### src/rtl/rca_seq_ctrl.sv
// rca_seq_ctrl: wide add/subtract built from one 4-bit ripple-carry adder.
// Each operation takes NIBBLES cycles, one nibble per cycle, least-significant
// nibble first. The inter-nibble carry is held in a register.
//
// Ports:
//   clk, rst_n          rising-edge clock, asynchronous active-low reset
//   in_valid/in_ready   operand handshake (op_a, op_b, cin, sub)
//   out_valid/out_ready result handshake (result, cout)
//   overflow            two's-complement overflow, only when OVF_DETECT_EN
//                       is defined; valid with out_valid
//
// Build option: define OVF_DETECT_EN to add the overflow output.
module rca_seq_ctrl #(
  parameter int unsigned NIBBLES = 4
) (
  input  logic                   clk,
  input  logic                   rst_n,
  input  logic                   in_valid,
  output logic                   in_ready,
  input  logic [4*NIBBLES-1:0]   op_a,
  input  logic [4*NIBBLES-1:0]   op_b,
  input  logic                   cin,
  input  logic                   sub,
  output logic                   out_valid,
  input  logic                   out_ready,
  output logic [4*NIBBLES-1:0]   result,
  output logic                   cout
`ifdef OVF_DETECT_EN
  ,
  output logic                   overflow
`endif
);

  localparam int unsigned W    = 4 * NIBBLES;
  localparam int unsigned IDXW = (NIBBLES > 1) ? $clog2(NIBBLES) : 1;

  typedef enum logic [1:0] {
    IDLE = 2'd0,
    RUN  = 2'd1,
    DONE = 2'd2
  } state_t;

  state_t          state;
  logic [W-1:0]    a_reg;
  logic [W-1:0]    b_reg;      // operand B, already inverted for subtract
  logic            carry_reg;
  logic [IDXW-1:0] idx;

  logic [3:0]      a_nib;
  logic [3:0]      b_nib;
  logic [3:0]      sum_nib;
  logic [4:0]      rc;         // ripple carries; rc[3] is the carry into bit 3
  logic [W-1:0]    result_nxt;
  logic            last_nib;

  assign last_nib = (idx == IDXW'(NIBBLES - 1));

  // Nibble select, 4-bit ripple-carry adder and result nibble merge
  always_comb begin
    a_nib      = '0;
    b_nib      = '0;
    sum_nib    = '0;
    rc         = '0;
    result_nxt = result;
    for (int k = 0; k < int'(NIBBLES); k++) begin
      if (idx == IDXW'(k)) begin
        a_nib = a_reg[4*k +: 4];
        b_nib = b_reg[4*k +: 4];
      end
    end
    rc[0] = carry_reg;
    for (int i = 0; i < 4; i++) begin
      sum_nib[i] = a_nib[i] ^ b_nib[i] ^ rc[i];
      rc[i+1]    = (a_nib[i] & b_nib[i]) | (rc[i] & (a_nib[i] ^ b_nib[i]));
    end
    for (int k = 0; k < int'(NIBBLES); k++) begin
      if (idx == IDXW'(k)) begin
        result_nxt[4*k +: 4] = sum_nib;
      end
    end
  end

  // Sequencer: accept, iterate nibbles, hold result until consumed
  always_ff @(posedge clk or negedge rst_n) begin
    if (!rst_n) begin
      state     <= IDLE;
      in_ready  <= 1'b0;
      out_valid <= 1'b0;
      a_reg     <= '0;
      b_reg     <= '0;
      carry_reg <= 1'b0;
      idx       <= '0;
      result    <= '0;
      cout      <= 1'b0;
`ifdef OVF_DETECT_EN
      overflow  <= 1'b0;
`endif
    end else begin
      case (state)
        IDLE: begin
          in_ready  <= 1'b1;
          out_valid <= 1'b0;
          if (in_valid && in_ready) begin
            a_reg     <= op_a;
            b_reg     <= sub ? ~op_b : op_b;
            carry_reg <= sub | cin;
            idx       <= '0;
            in_ready  <= 1'b0;
            state     <= RUN;
          end
        end
        RUN: begin
          result    <= result_nxt;
          carry_reg <= rc[4];
          if (last_nib) begin
            cout      <= rc[4];
`ifdef OVF_DETECT_EN
            overflow  <= rc[3] ^ rc[4];
`endif
            out_valid <= 1'b1;
            state     <= DONE;
          end else begin
            idx <= idx + IDXW'(1);
          end
        end
        DONE: begin
          // in_ready only rises after this handshake, so no same-cycle re-accept
          if (out_ready) begin
            out_valid <= 1'b0;
            in_ready  <= 1'b1;
            state     <= IDLE;
          end
        end
        default: begin
          in_ready  <= 1'b0;
          out_valid <= 1'b0;
          state     <= IDLE;
        end
      endcase
    end
  end

endmodule

### config.mk
export PLATFORM = sky130hd
export DESIGN_NAME = rca_seq_ctrl
export DESIGN_NICKNAME = d
export VERILOG_FILES = /design/src/rtl/rca_seq_ctrl.sv
export SDC_FILE = /design/constraint.sdc
export NUM_CORES = 1
export LEC_CHECK = 0
export CELL_PAD_IN_SITES_DETAIL_PLACEMENT = 1
export CELL_PAD_IN_SITES_GLOBAL_PLACEMENT = 2
export CORE_UTILIZATION = 31
export CTS_BUF_LIST = sky130_fd_sc_hd__clkbuf_4 sky130_fd_sc_hd__clkbuf_8
export DETAILED_ROUTE_END_ITERATION = 7
export GPL_TIMING_DRIVEN = 0
export PLACE_DENSITY = 0.79
export SLEW_MARGIN = 0
export SYNTH_ARGS = -nofsm -noshare
export SYNTH_HDL_FRONTEND = slang
export SYNTH_SLANG_ARGS = --single-unit
### constraint.sdc
create_clock -name clk -period 3.3 [get_ports clk]
set_input_delay 0.33 -clock clk [delete_from_list [all_inputs] [get_ports clk]]
set_output_delay 0.33 -clock clk [all_outputs]
set_load 0.01 [all_outputs]
==> key figures <==
Floorplan
  – Die W: 96.0 um
  – Row count: 33
  – I/O pin total: 57
  – Die Ht: 96.0 um
  – Die area: 9210 um2
  – Initial Util: 0.326
  – Core area: 8380 um2

Layout
  – Final Instance Area: 3700 um2
  – Core Util, Final: 0.442
  – Area of the multi-input gates: 1270 um2
  – # nets final: around 360
  – Share of layout cells above drive strength 1: 0.235
  – Antenna cells: 0
  – Area growth from synthesis to layout: 35.4%
  – Storage cell area: between 1000 and 1500 um2
  – Fillers: 901

Synth
  – Synthesized instance count: 239
  – Seq/Total Area, Yosys: 0.512
  – Synthesized cell area: ~2700 um2
  – Post-synthesis async set-or-reset flop share: 1.00
  – Top-area cell type share of the netlist area: 0.512
  – Commonest register cell after synthesis: dfrtp_1
  – Syn_nets: 285
  – Yosys top cell by area: dfrtp_1
  – Post-synth cell types: 33
  – Seq cells post-synth: 56
  – Top post-synthesis cells by area: dfrtp_1 (51%), mux2_4 (6.6%), mux2_2 (6.2%)
  – Avg Inst Size Synth: around 11 um2
  – EDFF count, synth: 0
  – Most numerous cell in the Yosys netlist: dfrtp_1
  – Ys Warns: 0
  – Most frequent cells after synthesis: dfrtp_1 (56), a21oi_1 (24), nand2_1 (21)

Clock tree
  – CTS max path bufs: 2
  – Clk_lat worst skew: 0.31 ns
  – Root buf cell: clkbuf_8
  – CTS sink cnt: 56
  – CTS buffer count: 5
  – Clock slew at reported path FFs: 0.11 ns
  – H-tree Lvls: 2
  – CTS tree: yes

GRT
  – Largest net degree at the start of global routing: 37
  – Met3 usage: 0.0261
  – Grt ovf: 0
  – Met1 usage: 0.199
  – Vias in the first global route: between 2000 and 2500
  – Tot GR Track Use: 0.155
  – Met2 usage: 0.277
  – Initial antenna violation count: 0
  – First-pass GRT wire length: around 11 mm
  – Grt peak-use layer: met2

Setup path
  – Arr. time, crit path: 3.39 ns
  – Critical Path Sink: result[3]
  – Worst reg2reg path endpoint: result[3]
  – CP Class: reg2reg
  – Startpoint types: flip-flop
  – CP Data Required Time: 3.51 ns
  – R2r setup slk: roughly 0.13 ns
  – FF-to-FF path depth: 11
  – Reg2reg start: idx[0]
  – Worst-path fanout max: 5
  – Crit end category: flip-flop
  – CP startpoint: idx[0]

Hold path
  – Worst Hold Launch: sub
  – Worst min path class: in2reg

Placement
  – Total placed instance area: 3430 um2
  – Final Wtd Congestion: approximately 0.73
  – Buffers added on ports: 55
  – DP HPWL: 4.84 mm

STA
  – Skew final: between 0.01 and 0.015 ns
  – Slew HR: 0.663
  – Max Freq: 0.315 GHz
  – WHS: 0.400 ns
  – Worst Tran Pin Value: ~0.51 ns
  – # setup viols final: 0
  – Tcrit/Tclk final: 0.962
  – Tmin final: 3.17 ns
  – Final Hold Vio Count: 0
  – Final slew viol count: 0
  – Final TNS setup: 0 ns

Route
  – Vias/cell: 4.74
  – Routed WL per cell: 15.4 um
  – Detailed router's first-iteration violation count: 54
  – Residual DRC: 0
  – First-pass iteration count of the detailed router: 4
  – Routed Antenna Nets: 0
  – WL final: ~6.4 mm
  – Via count: 1971

Power
  – Final Total Pwr: 3.83 mW
  – LEAKAGE: 1.57 nW
  – Peak supply drop: approximately 0.00032 V
  – Pwr dens: 1030 nW/um2

Job
  – MaxCap Viol Count: 0

Run status
  – Status: complete, no violations
-- area by class of cell --
type | instances | area share
Timing Repair Buffer | 67 | 0.180
Multi-Input combinational cell | 158 | 0.342
Tap cell | 105 | 0.0355
Clock inverter | 3 | 0.00675
Buffer | 12 | 0.0280
Inverter | 10 | 0.0101
Clock buffer | 5 | 0.0186
Sequential cell | 56 | 0.379
-- logic make-up after synthesis --
logic type | after synthesis | share of synthesized area
adders and majority gates | 8 | 0.0476
and+or+nand+nor | 50 | 0.0860
buffers and inverters | 25 | 0.0489
AOI/OAI and AO/OA | 57 | 0.127
DFF | 56 | 0.512
xor gates and xnor gates | 16 | 0.0512
muxes | 27 | 0.128
-- worst min-delay path by stage --
| stage | slack (ns) | cells after the start | endpoint |
|---|---|---|---|
| after floorplan | 0.03 | 0 | a_reg[0] |
| after global placement | 0.46 | 2 | result[0] |
| after detailed placement | 0.33 | 1 | state[1] |
| after CTS | 0.40 | 3 | b_reg[1] |
| after global routing | 0.41 | 3 | b_reg[1] |
| final | 0.40 | 3 | b_reg[1] |
-- where the power goes --
| part | switching [mW] | internal (mW) | leakage, nW | total [mW] |
|---|---|---|---|---|
| logic | 1.01 | 1.18 | 0.859 | 2.19 |
| registers | 0.203 | 1.04 | 0.663 | 1.24 |
| clock network | 0.241 | 0.155 | 0.0452 | 0.396 |
-- per-stage QoR --
step / std cells / setup WS (ns)
2_1_floorplan: 239 / 0.122
3_3_place_gp: 399 / -0.256
3_5_place_dp: 400 / -0.311
4_1_cts: 409 / 0.00584
5_1_grt: 416 / -0.00215
6_report: 416 / 0.127
-- per-layer routing --
| layer | wire length (um) | up-vias |
|---|---|---|
| met3 | 180 | 2 |
| met2 | 3210 | 42 |
| met5 | 0 | - |
| met4 | 24 | 0 |
| li1 | - | 957 |
| met1 | 2980 | 970 |
-- critical path: stages, from the launching register on --
cell	delay [ns]
dfrtp_2	0.46
buf_6	0.14
ha_4	0.16
buf_8	0.13
buf_8	0.12
a22oi_2	0.21
fa_2	0.23
inv_1	0.06
fa_2	0.39
fa_2	0.39
fa_2	0.51
mux2_4	0.28
-- cells in the final DEF (no fill, tap or decap), drive strengths merged --
master	Yosys	routed
a22o	4	4
a22oi	2	2
fa	4	4
a221oi	4	4
xnor2	13	13
inv	10	12
ha	4	4
nor3	1	1
clkbuf	2	5
nand2	21	21
a221o	1	1
dlygate4sd3	0	1
nor3b	1	1
or2	2	2
o21a	1	1
nand3	1	1
nor2b	5	5
nor2	14	14
a21oi	24	24
mux2	27	27
dfrtp	56	56
clkdlybuf4s50	0	54
xor2	3	3
o21bai	1	1
buf	13	24
a21o	1	1
clkinvlp	0	1
nand3b	4	4
and4bb	1	1
o31ai	3	3
o21ai	16	16
-- what timing repair did --
action | in CTS | in global routing
setup buffers | 1 | 9
endpoints found under the hold margin | 20 | 0
setup endpoints to repair | 6 | 6
pin swaps | 0 | 5
gates resized for setup | 7 | 21
hold buffers | 1 | 0
Note: power is estimated with default switching activity, not from simulation.
